--- src/rtl/polar_stats_pkg.sv ---
// Shared types and helpers for the polar-stream frame statistics engine.
package polar_stats_pkg;

  typedef enum logic {
    IDLE = 1'b0,
    ACC  = 1'b1
  } state_t;

  // Modulo-2^w phase difference, returned sign-extended to 32 bits so the
  // caller can truncate to any accumulator width up to 32.
  function automatic logic signed [31:0] wrap_diff(
    input logic [31:0] cur,
    input logic [31:0] prev,
    input int          w
  );
    logic [31:0] raw;
    raw = (cur - prev) << (32 - w);
    return $signed(raw) >>> (32 - w);
  endfunction

endpackage

--- src/rtl/polar_frame_stats.sv ---
// Per-frame magnitude sum, peak/index and accumulated phase difference
// over the CORDIC polar stream, delivered through a one-deep valid/ready register.
module polar_frame_stats
  import polar_stats_pkg::*;
#(
  parameter int OW        = 10,
  parameter int FRAME_LEN = 256,
  parameter int LW        = $clog2(FRAME_LEN)
) (
  input  logic             i_clk,
  input  logic             i_rst_n,
  input  logic             i_valid,
  input  logic             i_sync,
  input  logic [OW-1:0]    i_mag,
  input  logic [OW-1:0]    i_phase,
  output logic             o_valid,
  input  logic             i_ready,
  output logic [OW+LW-1:0] o_mag_sum,
  output logic [OW-1:0]    o_peak_mag,
  output logic [LW-1:0]    o_peak_idx,
  output logic [OW+LW-1:0] o_dphase_sum,
  output logic             o_resync,
  output logic             o_overrun
);

  localparam int SW = OW + LW;

  state_t          state, state_nxt;
  logic [LW-1:0]   cnt;
  logic [SW-1:0]   acc_sum, sum_nxt;
  logic [OW-1:0]   acc_peak, peak_nxt;
  logic [LW-1:0]   acc_idx, idx_nxt;
  logic [SW-1:0]   acc_dph, dph_nxt;
  logic [OW-1:0]   prev_phase;
  logic signed [31:0] d_full;
  logic [SW-1:0]   d_ext;
  logic            start, acc_take, frame_done, out_load;

  // NOTE: every signal driven here gets a default first, so no path can
  // leave one unassigned and infer a latch.
  always_comb begin
    start      = i_valid & i_sync;
    acc_take   = i_valid & ~i_sync & (state == ACC);
    frame_done = acc_take & (cnt == LW'(FRAME_LEN - 1));
    state_nxt  = state;
    case (state)
      IDLE:    if (start)      state_nxt = ACC;
      ACC:     if (frame_done) state_nxt = IDLE;
      default: state_nxt = IDLE;
    endcase
  end

  always_comb begin
    d_full   = wrap_diff(32'(i_phase), 32'(prev_phase), OW);
    d_ext    = d_full[SW-1:0];
    sum_nxt  = acc_sum + SW'(i_mag);
    peak_nxt = (i_mag > acc_peak) ? i_mag : acc_peak;
    idx_nxt  = (i_mag > acc_peak) ? cnt : acc_idx;
    dph_nxt  = acc_dph + d_ext;
    out_load = frame_done & (~o_valid | i_ready);
  end

  // NOTE: sequential state uses non-blocking assignments so every register
  // samples the pre-edge values regardless of statement order.
  always_ff @(posedge i_clk or negedge i_rst_n) begin
    if (!i_rst_n) state <= IDLE;
    else          state <= state_nxt;
  end

  // A sync always restarts the frame, whether from IDLE or mid-frame.
  always_ff @(posedge i_clk or negedge i_rst_n) begin
    if (!i_rst_n) begin
      cnt        <= '0;
      acc_sum    <= '0;
      acc_peak   <= '0;
      acc_idx    <= '0;
      acc_dph    <= '0;
      prev_phase <= '0;
    end else if (start) begin
      cnt        <= LW'(1);
      acc_sum    <= SW'(i_mag);
      acc_peak   <= i_mag;
      acc_idx    <= '0;
      acc_dph    <= '0;
      prev_phase <= i_phase;
    end else if (acc_take) begin
      cnt        <= cnt + LW'(1);
      acc_sum    <= sum_nxt;
      acc_peak   <= peak_nxt;
      acc_idx    <= idx_nxt;
      acc_dph    <= dph_nxt;
      prev_phase <= i_phase;
    end
  end

  always_ff @(posedge i_clk or negedge i_rst_n) begin
    if (!i_rst_n) begin
      o_valid      <= 1'b0;
      o_mag_sum    <= '0;
      o_peak_mag   <= '0;
      o_peak_idx   <= '0;
      o_dphase_sum <= '0;
      o_resync     <= 1'b0;
      o_overrun    <= 1'b0;
    end else begin
      o_resync <= start & (state == ACC);
      if (out_load) begin
        o_valid      <= 1'b1;
        o_mag_sum    <= sum_nxt;
        o_peak_mag   <= peak_nxt;
        o_peak_idx   <= idx_nxt;
        o_dphase_sum <= dph_nxt;
      end else if (i_ready) begin
        o_valid <= 1'b0;
      end
      // A completed frame that cannot load is lost; flag it until reset.
      if (frame_done & ~out_load) o_overrun <= 1'b1;
    end
  end

endmodule

--- config.mk ---
export PLATFORM = sky130hd
export DESIGN_NAME = polar_frame_stats
export DESIGN_NICKNAME = d
export VERILOG_FILES = /design/src/rtl/polar_stats_pkg.sv /design/src/rtl/polar_frame_stats.sv
export SDC_FILE = /design/constraint.sdc
export NUM_CORES = 1
export LEC_CHECK = 0
export CAP_MARGIN = 0
export CORE_MARGIN = 2
export CORE_UTILIZATION = 33
export CTS_CLUSTER_DIAMETER = 50
export DETAILED_ROUTE_END_ITERATION = 6
export GPL_TIMING_DRIVEN = 0
export PLACE_DENSITY_LB_ADDON = 0.05
export SETUP_SLACK_MARGIN = 0.05
export SLEW_MARGIN = 20
export SYNTH_ARGS = -nofsm -noshare
export SYNTH_HDL_FRONTEND = slang
export SYNTH_SLANG_ARGS = --single-unit
export TNS_END_PERCENT = 20
--- constraint.sdc ---
create_clock -name i_clk -period 4.9 [get_ports i_clk]
set_input_delay 1.47 -clock i_clk [delete_from_list [all_inputs] [get_ports i_clk]]
set_output_delay 1.47 -clock i_clk [all_outputs]
set_load 0.03 [all_outputs]
# After elaboration in Yosys (flattened, before gate mapping)
# Index checks and enable logic that the tools add are counted.
[totals]
regBits = 130
input_bits = 25
output_inout_bits = 57
elab_cells = 53
[classes]
n_addsub = 4
n_lt_le_gt_ge = 1
eq_ne = 1
mux = 19
bitwise = 12
reduce_logical = 2
[op_table]
columns = ["operator", "count"]
rows = [
  ["two-way mux 18 bit", 4],
  ["two-way mux 10 bit", 5],
  ["two-way mux 8 bit", 5],
  ["adder 18 x 10 -> 18 bit", 1],
  ["adder 18 bit", 1],
  ["greater-than comparator 10 bit", 1],
  ["subtractor 10 bit", 1],
  ["adder 8 x 1 -> 8 bit, second input constant", 1],
  ["== test 8 bit, second input constant", 1],
  ["AND 1 bit", 7],
  ["two-way mux 1 bit", 4],
  ["NOT 1 bit", 4],
  ["nonzero test 2 bit", 2],
  ["one-hot mux 1 bit (2 select lines)", 1],
  ["OR 1 bit", 1],
]

# Longest topological paths before layout
[logic_depth]
depth_word = 7
mapped_depth = 19
ltp_nobuf = 19

# Least setup slack after synthesis
# No wires, ideal clock.
[synth_timing]
path_type = "input to register"
start = "input i_phase[0]"
end = "register o_dphase_sum[15]"
setup_ps = 125
t_arrival_ps = 4541
t_required_ps = 4775
slack_ps = 234
stages = 18
n_path_buf = 0
path_cell_list = "inv_1 ha_1 fa_1 nor2b_1 o21ai_0 nand2b_1 a21oi_1 o21bai_1 a21o_1 a21oi_1 xnor2_1 ha_1 and3_1 nor3b_2 nor2_1 a311o_1 xor2_1 mux2_2"
[synth_between]
elab_chain_len = 2
[synth_lines]
columns = ["item", "line_no", "text"]
rows = [
  ["start: declaration", "polar_frame_stats.sv:15", "input logic [OW-1:0] i_phase,"],
  ["subtractor 10 bit", "polar_stats_pkg.sv:17", "raw = (cur - prev) << (32 - w);"],
  ["adder 18 bit", "polar_frame_stats.sv:59", "dph_nxt = acc_dph + d_ext;"],
  ["end signal: assignment", "polar_frame_stats.sv:112", "o_dphase_sum <= dph_nxt;"],
  ["end: declaration", "polar_frame_stats.sv:21", "output logic [OW+LW-1:0] o_dphase_sum,"],
]
# Every way passes these cells.
# A chain may end at the register's enable or synchronous reset.

# Worst setup path after layout
[layout_timing]
start = "input i_phase[1]"
end = "register o_dphase_sum[17]"
# The elaborated chain is that of the path after synthesis.

==> impl_metrics.yaml <==
global_route:
  grt_first_pass_wirelength_um: 30770
  grt_max_degree: 80
  grt.total_usage_pct: 17.54
  grt_pass1_vias: 5737
  antenna_found_initial: 0
  globalRouteOverflowTotal: 0
synthesis:
  mappedNetlistArea_sq_um: 7168
  count_of_flip_flops_with_a_built_in_enable_after_synthesis: 0
  synth-async-reset-ratio_pct: 100.0
  number_of_instances_in_the_synthesized_netlist: 735
  post-synth-top-area-fraction_pct: 45.38
  synth_flop_cell: "sky130_fd_sc_hd__dfrtp_1"
  synthTopCellsByCount: "sky130_fd_sc_hd__dfrtp_1 (130), sky130_fd_sc_hd__nand2_1 (89), sky130_fd_sc_hd__o21ai_0 (87)"
  synthDominantAreaCellType: "sky130_fd_sc_hd__dfrtp_1"
  synthesis.area_per_instance_sq_um: 9.753
  synth-warning-count: 0
  synth.area.top_cells: "sky130_fd_sc_hd__dfrtp_1 (45%), sky130_fd_sc_hd__ha_1 (8.2%), sky130_fd_sc_hd__o21ai_0 (6.1%)"
  yosys_register_bits: 130
  postSynthNetCount: 810
  yosysMostFrequentCell: "sky130_fd_sc_hd__dfrtp_1"
  synth_seq_area_share_pct: 45.38
  yosysUniqueCellTypes: 51
floorplan:
  die_w_um: 151.4
  num_rows: 53
  floorplan.die_area_sq_um: 22920
  core_sq_um: 21150
  io_pins: 82
  start_util_pct: 33.89
  fp.dieH_um: 151.4
detailed_routing:
  per_cell_routed_wire_length_um: 16.60
  detailroute.wirelength.met3_um: 618
  drt_pass1_iterations: 4
  via_count: 5765
  detail-route-antenna-nets: 0
  top_layer_used: "met4"
  iteration_0_drc_count_of_the_detailed_router: 239
  avgViaCountPerCell: 5.079
  totalWireLength_um: 18840
  total_met2_wirelength_after_detailed_routing_um: 8509
  drcViolationCount: 0
  detail_route.wirelength.met1_um: 9343
cts:
  ctsLongestPathBuffers: 2
  insertion_delay_to_the_later_sink_of_the_worst_skew_pair_ns: 0.42
  cts.sinks: 130
  cts-root-buf: "sky130_fd_sc_hd__clkbuf_16"
  postCtsHoldBufs: 0
  worst_setup_hold_path_clk_slew_ns: 0.06
  numCtsBuffers: 17
  cts_htree_levels: 4
  tritoncts: "yes"
timing:
  post-route-period-util_pct: 94.16
  final_hold_viol_count: 0
  final_count_of_negative_setup_slack_endpoints: 0
  finalClockSkew_ns: 0.007340
  setup_repair_after_global_routing_missed_its_margin: "false"
  max_slew.worst_pin.slew_ns: 0.6704
  final_period_minus_worst_setup_slack_ns: 4.614
  timing.final.max_slew_violations: 0
  worst_relative_slew_slack_pct: 55.22
  fmax_mhz: 216.7
  fin_hold_ws_ns: 0.4739
finish:
  layout-drive-gt1-share_pct: 12.56
  syn2layout_area_growth_pct: 27.72
  instances_no_fill: 1135
  multi_input_area_sq_um: 3779
  final_design_area_no_fill_sq_um: 9155
  antenna_cells: 0
  seq_area_sq_um: 3253
  nNetsFinal: 923
  final.fill_count: 2070
  fin_util_pct: 43.28
critical_path:
  worst-endpoint-arrival_ns: 4.89
  worst-endpoint-required_ns: 5.17
  worst-setup-path-type: "primary input to flop"
  timing.critical_path.from_type: "primary input"
  path_max_fanout: 6
  timing.critical_path.to_type: "flop"
pwr:
  peak_supply_drop_uv: 275.2
  pwr_density_cell_nw_per_um2: 443.0
  power_leakage_nw: 4.091
  power_frac_seq_pct: 31.9
  clkPwrFrac_pct: 30.6
  power.switching_fraction_pct: 34.54
  power.combinational.fraction_pct: 37.5
  report.power.total_mw: 4.056
  internal_power_mw: 2.655
  switching_power_mw: 1.401
placed_design:
  number_of_input_and_output_port_buffers_inserted: 80
  dpl-instance-area_sq_um: 8346
  place.detailed.instances: 1091
  place_congestion: 0.8353
  dpl.hpwl_um: 13600
job:
  drv.max_cap_violation_count: 0
worst_hold_path:
  min_path_type: "flop to flop"
status:
  status: "finished, final reports clean"
-- path summary, 6_finish.rpt --
path	from	cells after the start	endpoint	slack [ns]
setup / recovery	i_phase[1]	16	o_dphase_sum[17]	0.29
hold / removal	o_peak_idx[5]	2	o_peak_idx[5]	0.47
setup reg to reg	prev_phase[0]	17	o_dphase_sum[15]	1.29
hold reg to reg	o_peak_idx[5]	2	o_peak_idx[5]	0.47
max in group asynchronous	i_rst_n	2	o_dphase_sum[17]	3.19
min in group asynchronous	i_rst_n	1	o_peak_mag[3]	0.95
-- placed cells by master, fill, tap and decap left out, types with 9 or more instances in the layout --
| cell type | netlist | layout |
|---|---|---|
| sky130_fd_sc_hd__xnor2_1 | 27 | 25 |
| sky130_fd_sc_hd__a22o_1 | 14 | 14 |
| sky130_fd_sc_hd__a21o_1 | 9 | 9 |
| sky130_fd_sc_hd__nand2_1 | 89 | 89 |
| sky130_fd_sc_hd__inv_1 | 45 | 44 |
| sky130_fd_sc_hd__a21oi_2 | 0 | 9 |
| sky130_fd_sc_hd__clkbuf_16 | 0 | 17 |
| sky130_fd_sc_hd__clkdlybuf4s50_1 | 0 | 78 |
| sky130_fd_sc_hd__o21ai_0 | 87 | 83 |
| sky130_fd_sc_hd__xor2_1 | 16 | 13 |
| sky130_fd_sc_hd__ha_1 | 47 | 41 |
| sky130_fd_sc_hd__mux2i_1 | 17 | 17 |
| sky130_fd_sc_hd__nor2_1 | 30 | 28 |
| sky130_fd_sc_hd__mux2_2 | 23 | 23 |
| sky130_fd_sc_hd__dfrtp_1 | 130 | 130 |
| sky130_fd_sc_hd__nand2b_1 | 17 | 17 |
| sky130_fd_sc_hd__nand3_1 | 21 | 21 |
| sky130_fd_sc_hd__buf_4 | 2 | 15 |
| sky130_fd_sc_hd__nor2b_1 | 12 | 11 |
| sky130_fd_sc_hd__clkbuf_1 | 18 | 24 |
| sky130_fd_sc_hd__a21oi_1 | 44 | 35 |
-- final cells by class --
cell class                 count  area share (%)
clock buffer                  25           5.193
timing repair buffer          94           10.20
buffer                        28           1.326
sequential                   130           35.53
clock inverter                 6          0.8747
tap                          275           3.758
inverter                      45           1.845
multi-input combinational    532           41.27
-- cell families after synthesis --
group / synth area share [%]
XOR/XNOR: 5.254
adder cells (fa/ha/maj): 9.042
AND/OR/NAND/NOR: 11.92
flip-flops: 45.38
buffers and inverters: 4.049
multiplexers: 5.987
AO/OA/AOI/OAI: 18.36
-- flip-flops by register name, summed over array words and instances, names as in the netlist --
signal,flops
o_resync,1
cnt,8
o_mag_sum,18
prev_phase,10
o_peak_idx,8
o_valid,1
acc_peak,10
acc_sum,18
state,1
acc_dph,18
o_dphase_sum,18
o_overrun,1
acc_idx,8
o_peak_mag,10
-- layer usage --
layer / vias to the layer above / global-route usage (%)
met5: - / 0
met3: 23 / 3.494
met1: 2810 / 24.85
met2: 107 / 26.83
li1: 2825 / -
met4: 0 / 5.748
-- worst max-delay path: stages --
cell and delay (ns):
sky130_fd_sc_hd__clkdlybuf4s50_1 0.42, sky130_fd_sc_hd__ha_1 0.29, sky130_fd_sc_hd__nor2b_1 0.14, sky130_fd_sc_hd__o31a_1 0.26, sky130_fd_sc_hd__nor2_2 0.12, sky130_fd_sc_hd__o21ai_1 0.13
sky130_fd_sc_hd__xnor2_2 0.16, sky130_fd_sc_hd__buf_4 0.17, sky130_fd_sc_hd__ha_1 0.37, sky130_fd_sc_hd__a21oi_1 0.19, sky130_fd_sc_hd__o21ai_1 0.15, sky130_fd_sc_hd__a2111oi_2 0.36
sky130_fd_sc_hd__o211ai_1 0.16, sky130_fd_sc_hd__xor2_1 0.26, sky130_fd_sc_hd__xnor2_1 0.16, sky130_fd_sc_hd__o21ai_1 0.08
-- repair_timing --
action,4_1_cts,5_1_grt
gates resized for setup,8,29
endpoints found under the setup margin,13,14
pin swaps,5,22
setup buffers,7,6
-- metrics by stage --
step           TNS [ns]  setup WS, ns
6_report              0        0.2863
3_5_place_dp     -8.605       -0.8309
3_3_place_gp    -416.14        -3.145
5_1_grt               0       0.04083
4_1_cts               0       0.02903
2_1_floorplan         0        0.2344
-- power groups by stage --
stage / clock network [mW] / logic, mW / registers, mW
floorplan: 0 / 1.02 / 1.28
global placement: 0 / 1.32 / 1.30
detailed placement: 0 / 1.34 / 1.31
CTS: 1.26 / 1.41 / 1.29
global route: 1.32 / 1.70 / 1.31
finish: 1.24 / 1.52 / 1.29
(Power assumes the default switching activity.)
